==> src/rtl/cmd_uart_wrapper.sv <==
// UART command front end: assembles three 8N1 bytes into a 24-bit command word
// and transmits single response bytes, with RX and TX running independently.
module cmd_uart_wrapper #(
  parameter int BAUD_DIV = 1302
) (
  input  logic        clk,
  input  logic        rst_n,
  input  logic        RX,
  output logic        TX,
  output logic [23:0] cmd,
  output logic        cmd_rdy,
  input  logic        clr_cmd_rdy,
  input  logic [7:0]  resp_data,
  input  logic        send_resp,
  output logic        resp_sent,
  output logic        tx_busy
);

  localparam logic [11:0] BAUD_FULL = 12'(BAUD_DIV - 1);
  localparam logic [11:0] BAUD_HALF = 12'(BAUD_DIV / 2 - 1);

  typedef enum logic [1:0] {RX_IDLE, RX_START, RX_DATA, RX_STOP} rx_state_t;
  typedef enum logic {TX_IDLE, TX_XMIT} tx_state_t;

  rx_state_t   rx_state;
  tx_state_t   tx_state;
  logic        rx_meta, rx_sync, rx_prev;
  logic [11:0] rx_cnt, tx_cnt;
  logic [2:0]  rx_bits;
  logic [7:0]  rx_shift;
  logic [1:0]  byte_cnt;
  logic [9:0]  tx_shift;
  logic [3:0]  tx_bits;

  // rx_prev holds the previous synchronized level so a start edge is seen only after sync
  always_ff @(posedge clk or negedge rst_n) begin
    if (!rst_n) begin
      rx_meta <= 1'b1;
      rx_sync <= 1'b1;
      rx_prev <= 1'b1;
    end else begin
      rx_meta <= RX;
      rx_sync <= rx_meta;
      rx_prev <= rx_sync;
    end
  end

  always_ff @(posedge clk or negedge rst_n) begin
    if (!rst_n) begin
      rx_state <= RX_IDLE;
      rx_cnt   <= '0;
      rx_bits  <= '0;
      rx_shift <= '0;
      byte_cnt <= '0;
      cmd      <= '0;
      cmd_rdy  <= 1'b0;
    end else begin
      if (clr_cmd_rdy)
        cmd_rdy <= 1'b0;
      case (rx_state)
        RX_IDLE: begin
          if (rx_prev && !rx_sync) begin
            rx_state <= RX_START;
            rx_cnt   <= BAUD_HALF;
          end
        end
        RX_START: begin
          if (rx_cnt == 12'd0) begin
            rx_cnt  <= BAUD_FULL;
            rx_bits <= '0;
            rx_state <= rx_sync ? RX_IDLE : RX_DATA;
          end else begin
            rx_cnt <= rx_cnt - 12'd1;
          end
        end
        RX_DATA: begin
          if (rx_cnt == 12'd0) begin
            rx_shift <= {rx_sync, rx_shift[7:1]};
            rx_cnt   <= BAUD_FULL;
            if (rx_bits == 3'd7)
              rx_state <= RX_STOP;
            else
              rx_bits <= rx_bits + 3'd1;
          end else begin
            rx_cnt <= rx_cnt - 12'd1;
          end
        end
        RX_STOP: begin
          if (rx_cnt == 12'd0) begin
            rx_state <= RX_IDLE;
            rx_cnt   <= BAUD_FULL;
            // Bytes arriving while a command is still pending are dropped outright
            if (!rx_sync) begin
              byte_cnt <= '0;
            end else if (!cmd_rdy) begin
              case (byte_cnt)
                2'd0: begin
                  cmd[23:16] <= rx_shift;
                  byte_cnt   <= 2'd1;
                end
                2'd1: begin
                  cmd[15:8] <= rx_shift;
                  byte_cnt  <= 2'd2;
                end
                default: begin
                  cmd[7:0] <= rx_shift;
                  cmd_rdy  <= 1'b1;
                  byte_cnt <= 2'd0;
                end
              endcase
            end
          end else begin
            rx_cnt <= rx_cnt - 12'd1;
          end
        end
        default: rx_state <= RX_IDLE;
      endcase
    end
  end

  // TX is the LSB of the shift register, which idles all ones and fills with ones
  assign TX = tx_shift[0];

  always_ff @(posedge clk or negedge rst_n) begin
    if (!rst_n) begin
      tx_state  <= TX_IDLE;
      tx_shift  <= '1;
      tx_cnt    <= '0;
      tx_bits   <= '0;
      tx_busy   <= 1'b0;
      resp_sent <= 1'b0;
    end else begin
      resp_sent <= 1'b0;
      case (tx_state)
        TX_IDLE: begin
          if (send_resp) begin
            tx_shift <= {1'b1, resp_data, 1'b0};
            tx_cnt   <= BAUD_FULL;
            tx_bits  <= '0;
            tx_busy  <= 1'b1;
            tx_state <= TX_XMIT;
          end
        end
        TX_XMIT: begin
          if (tx_cnt == 12'd0) begin
            tx_cnt <= BAUD_FULL;
            if (tx_bits == 4'd9) begin
              tx_state  <= TX_IDLE;
              tx_busy   <= 1'b0;
              resp_sent <= 1'b1;
              tx_shift  <= '1;
            end else begin
              tx_shift <= {1'b1, tx_shift[9:1]};
              tx_bits  <= tx_bits + 4'd1;
            end
          end else begin
            tx_cnt <= tx_cnt - 12'd1;
          end
        end
        default: tx_state <= TX_IDLE;
      endcase
    end
  end

endmodule

==> config.mk <==
export PLATFORM = sky130hd
export DESIGN_NAME = cmd_uart_wrapper
export DESIGN_NICKNAME = d
export VERILOG_FILES = /design/src/rtl/cmd_uart_wrapper.sv
export SDC_FILE = /design/constraint.sdc
export NUM_CORES = 1
export LEC_CHECK = 0
export ABC_AREA = 1
export CAP_MARGIN = 10
export CORE_ASPECT_RATIO = 1.75
export CORE_MARGIN = 3
export CORE_UTILIZATION = 35
export CTS_CLUSTER_DIAMETER = 50
export DETAILED_ROUTE_END_ITERATION = 10
export HOLD_SLACK_MARGIN = 0.1
export RECOVER_POWER = 25
export SETUP_SLACK_MARGIN = 0.02
export SYNTH_ARGS = -nofsm -noshare
export SYNTH_HDL_FRONTEND = slang
export SYNTH_SLANG_ARGS = --single-unit
export TNS_END_PERCENT = 20
==> constraint.sdc <==
create_clock -name clk -period 1.7 [get_ports clk]
set_clock_uncertainty 0.1 [all_clocks]
set_input_delay 0.425 -clock clk [delete_from_list [all_inputs] [get_ports clk]]
set_output_delay 0.425 -clock clk [all_outputs]
set_load 0.1 [all_outputs]
==> summary.md <==
| Metric | Value |
|---|---|
| Clk root buf | `clkbuf_16` |
| Pre-CTS WS | `-0.0585 ns` |
| Synth-to-layout area growth | `37.1%` |
| FFs w/ async S/R, synth | `1.00` |
| CP Launch Point | `rx_cnt[1]` |
| Crit path to | `cmd[12]` |
| Post-synthesis sequential area ratio | `0.516` |
| Critical path type | `register to register` |
| Non-Filler Instances | `656` |
| Post-synth top area cell | `dfrtp_1` |
| Post-synthesis cell count | `444` |
| CTS tree | `built` |
| Fin crit period | `1.68 ns` |
| Max_slew headroom | `0.488` |
| Fin. max-slew vios | `0` |
| RSZ-0062 raised after global routing | `true` |
| Die height | `148 um` |
| Diodes inserted | `0` |
| Via-per-instance ratio | `4.92` |
| Finish-stage setup viols | `0` |
| Number of flops mapped to enable cells by yosys | `0` |
| NumNets Final | `540` |
| I/O Buffers | `40` |
| Max-cap viol count | `0` |
| Worst-Skew Late Latency | `0.33 ns` |
| Via Count | `3225` |
| Vias in the first global route | `3242` |
| Run status | `finished, final reports clean` |
| Initial antenna violation count | `0` |
| # IOs | `41` |
| Dpl cells | `636` |
| Die width | `87.4 um` |
| Worst Hold Depth | `0` |
| Launching point of the worst reg2reg path | `rx_cnt[1]` |
| Mapped Avg Cell Area | `9.13 sq um` |
| Maximum clock path buffer count | `2` |
| Die area | `0.0130 sq mm` |
| Filler cell count | `1048` |
| Wirelength per Cell | `13.9 um` |
| Final GP Congestion | `0.878` |
| Maximum VDD drop | `0.831 mV` |
| Design area | `0.00556 sq mm` |
| Hold path start | `rx_meta` |
| Hold Violations, Final | `0` |
| CP arrival | `1.80 ns` |
| Post-synth top flop | `dfrtp_1` |
| Cell area after synthesis | `0.00406 sq mm` |
| #FFs+latches synth | `83` |
| Routed wire length | `9150 um` |
| Tot GR Track Use | `0.153` |
| Most common cell in the netlist | `nand2_1` |
| CP required | `1.82 ns` |
| Critical path capture point type | `register` |
| R2r endpoint | `cmd[12]` |
| YS warnings | `0` |
| FP Rows | `51` |
| Pwr dens | `1040 mW/mm^2` |
| Grt ovf | `0` |
| TritonRoute pass-1 iters | `4` |
| Starting Density | `0.361` |
| R2r setup slk | `0.02 ns` |
| Final HPWL DP | `6770 um` |
| Iter 0 DRT Violations | `116` |
| Post-route ant nets | `0` |
| Hold_ws | `0.262 ns` |
| Hold Path Class | `register to register` |
| Setup TNS | `0 ns` |
| Post-synthesis cell type count | `32` |
| Setup crit start kind | `register` |
| Tightest Pin Transition | `0.768 ns` |
| Clock-pin slew on the worst setup and hold paths | `0.06 ns` |
| Area after DPL | `0.00514 sq mm` |
| Final WS setup | `0.0205 ns` |
| Commonest cells post-synth | `106 x nand2_1, 71 x dfrtp_1, 56 x inv_1` |
| R2R depth | `10` |
| Share of the synthesized area in the top cell type | `0.438` |
| Crit-path max FO | `17` |
| DRC | `0` |
| Largest net degree at the start of global routing | `84` |
| Inserted Clock Buffers | `9` |
| Fin crit share | `0.988` |
| Lkg Pwr | `2.57 nW` |
| Multi-input gate area | `0.00177 sq mm` |
| First-pass GRT wire length | `15600 um` |
| Register area | `0.00209 sq mm` |
| Sink Count | `83` |
| Core area | `0.0112 sq mm` |
| Fmax | `0.595 GHz` |
| Synth top area cells | `dfrtp_1 44%, nand2_1 9.8%, dfstp_2 7.8%, o21ai_2 5.8%, inv_1 5.2%` |
| H-Tree Depth | `3` |
| Syn nets | `465` |
| Share of cells above drive strength 1 | `0.324` |
[power by group]
group	internal, mW	switching, mW
Combinational	0.531	0.837
Sequential	2.14	0.194
Clock	1.29	0.783
Total	3.96	1.81
[per-stage QoR]
step,power [mW],util
after floorplan,3.21,-
after global placement,3.67,0.457
after detailed placement,3.72,0.457
after CTS,5.82,0.489
after global routing,6.12,0.495
final,5.78,0.495
[layout make-up]
class,count,share of cell area
flip-flops and latches,83,0.377
multi-input cells,294,0.318
repair buffers,73,0.179
clock buffers,10,0.0412
inverters,58,0.0392
well taps,132,0.0297
clock inverters,6,0.0160
[how the worst min path moves through the flow]
stage | slack [ns] | endpoint
after global placement | 0.25 | rx_sync
after global routing | 0.27 | rx_sync
after CTS | 0.26 | rx_sync
final | 0.26 | rx_sync
after floorplan | 0.03 | async pin
after detailed placement | 0.25 | rx_sync
[flip-flops by register name, summed over array words and instances, names as in the netlist, named ones only]
register / flops
cmd: 24
rx_cnt: 12
tx_cnt: 12
tx_shift: 9
rx_shift: 8
tx_bits: 4
rx_bits: 3
byte_cnt: 2
cmd_rdy: 1
resp_sent: 1
rx_meta: 1
rx_prev: 1
rx_state: 1
rx_sync: 1
tx_busy: 1
tx_state: 1
[placed cells by master, fill, tap and decap left out, drive strengths merged]
| cell | netlist | routed |
|---|---|---|
| dlygate4sd3 | 0 | 2 |
| nand2 | 112 | 112 |
| dfrtp | 71 | 71 |
| bufinv | 0 | 2 |
| a21oi | 1 | 1 |
| dfstp | 12 | 12 |
| nand4 | 7 | 7 |
| nand3b | 1 | 1 |
| nor3 | 6 | 6 |
| inv | 58 | 59 |
| o22ai | 12 | 12 |
| clkbuf | 3 | 11 |
| or2 | 2 | 2 |
| nor2 | 36 | 36 |
| clkinv | 0 | 1 |
| ha | 8 | 8 |
| xor2 | 11 | 11 |
| buf | 6 | 60 |
| o21ai | 63 | 63 |
| o311ai | 2 | 2 |
| a31oi | 1 | 1 |
| clkinvlp | 0 | 2 |
| a21o | 2 | 2 |
| clkdlybuf4s50 | 0 | 10 |
| nand3 | 26 | 26 |
| o211ai | 4 | 4 |
[what timing repair did]
action                                 in CTS  in global routing
gates resized for setup                     2                 30
setup endpoints to repair                  38                 62
pin swaps                                   2                  3
hold buffers                                1                  0
setup buffers                               3                  0
endpoints found under the hold margin      71                  0
[kinds of logic (layout without fill, tap and decap cells)]
family / count (synthesis) / in the layout / share of synthesized area
AND/OR/NAND/NOR: 190 / 190 / 0.225
AO/OA/AOI/OAI: 85 / 85 / 0.139
flip-flops: 83 / 83 / 0.516
buffers and inverters: 67 / 147 / 0.0716
XOR/XNOR: 11 / 11 / 0.0238
adder cells (fa/ha/maj): 8 / 8 / 0.0247
[per-layer routing]
metal  GRT usage  part of all wire
met5           0                 0
met4      0.0676             0.029
met3      0.0360             0.032
met2       0.264              0.55
met1       0.177              0.39
[worst max-delay path, stage by stage, from the launching register on]
cell and delay [ns]:
dfrtp_1 0.39, inv_2 0.09, ha_4 0.14, inv_2 0.04, nor2_4 0.11, nand3_4 0.10, nor2_8 0.19, nand4_4 0.11
buf_12 0.19, nand2_2 0.06, o21ai_2 0.05
Note: power is estimated with default switching activity, not from simulation.
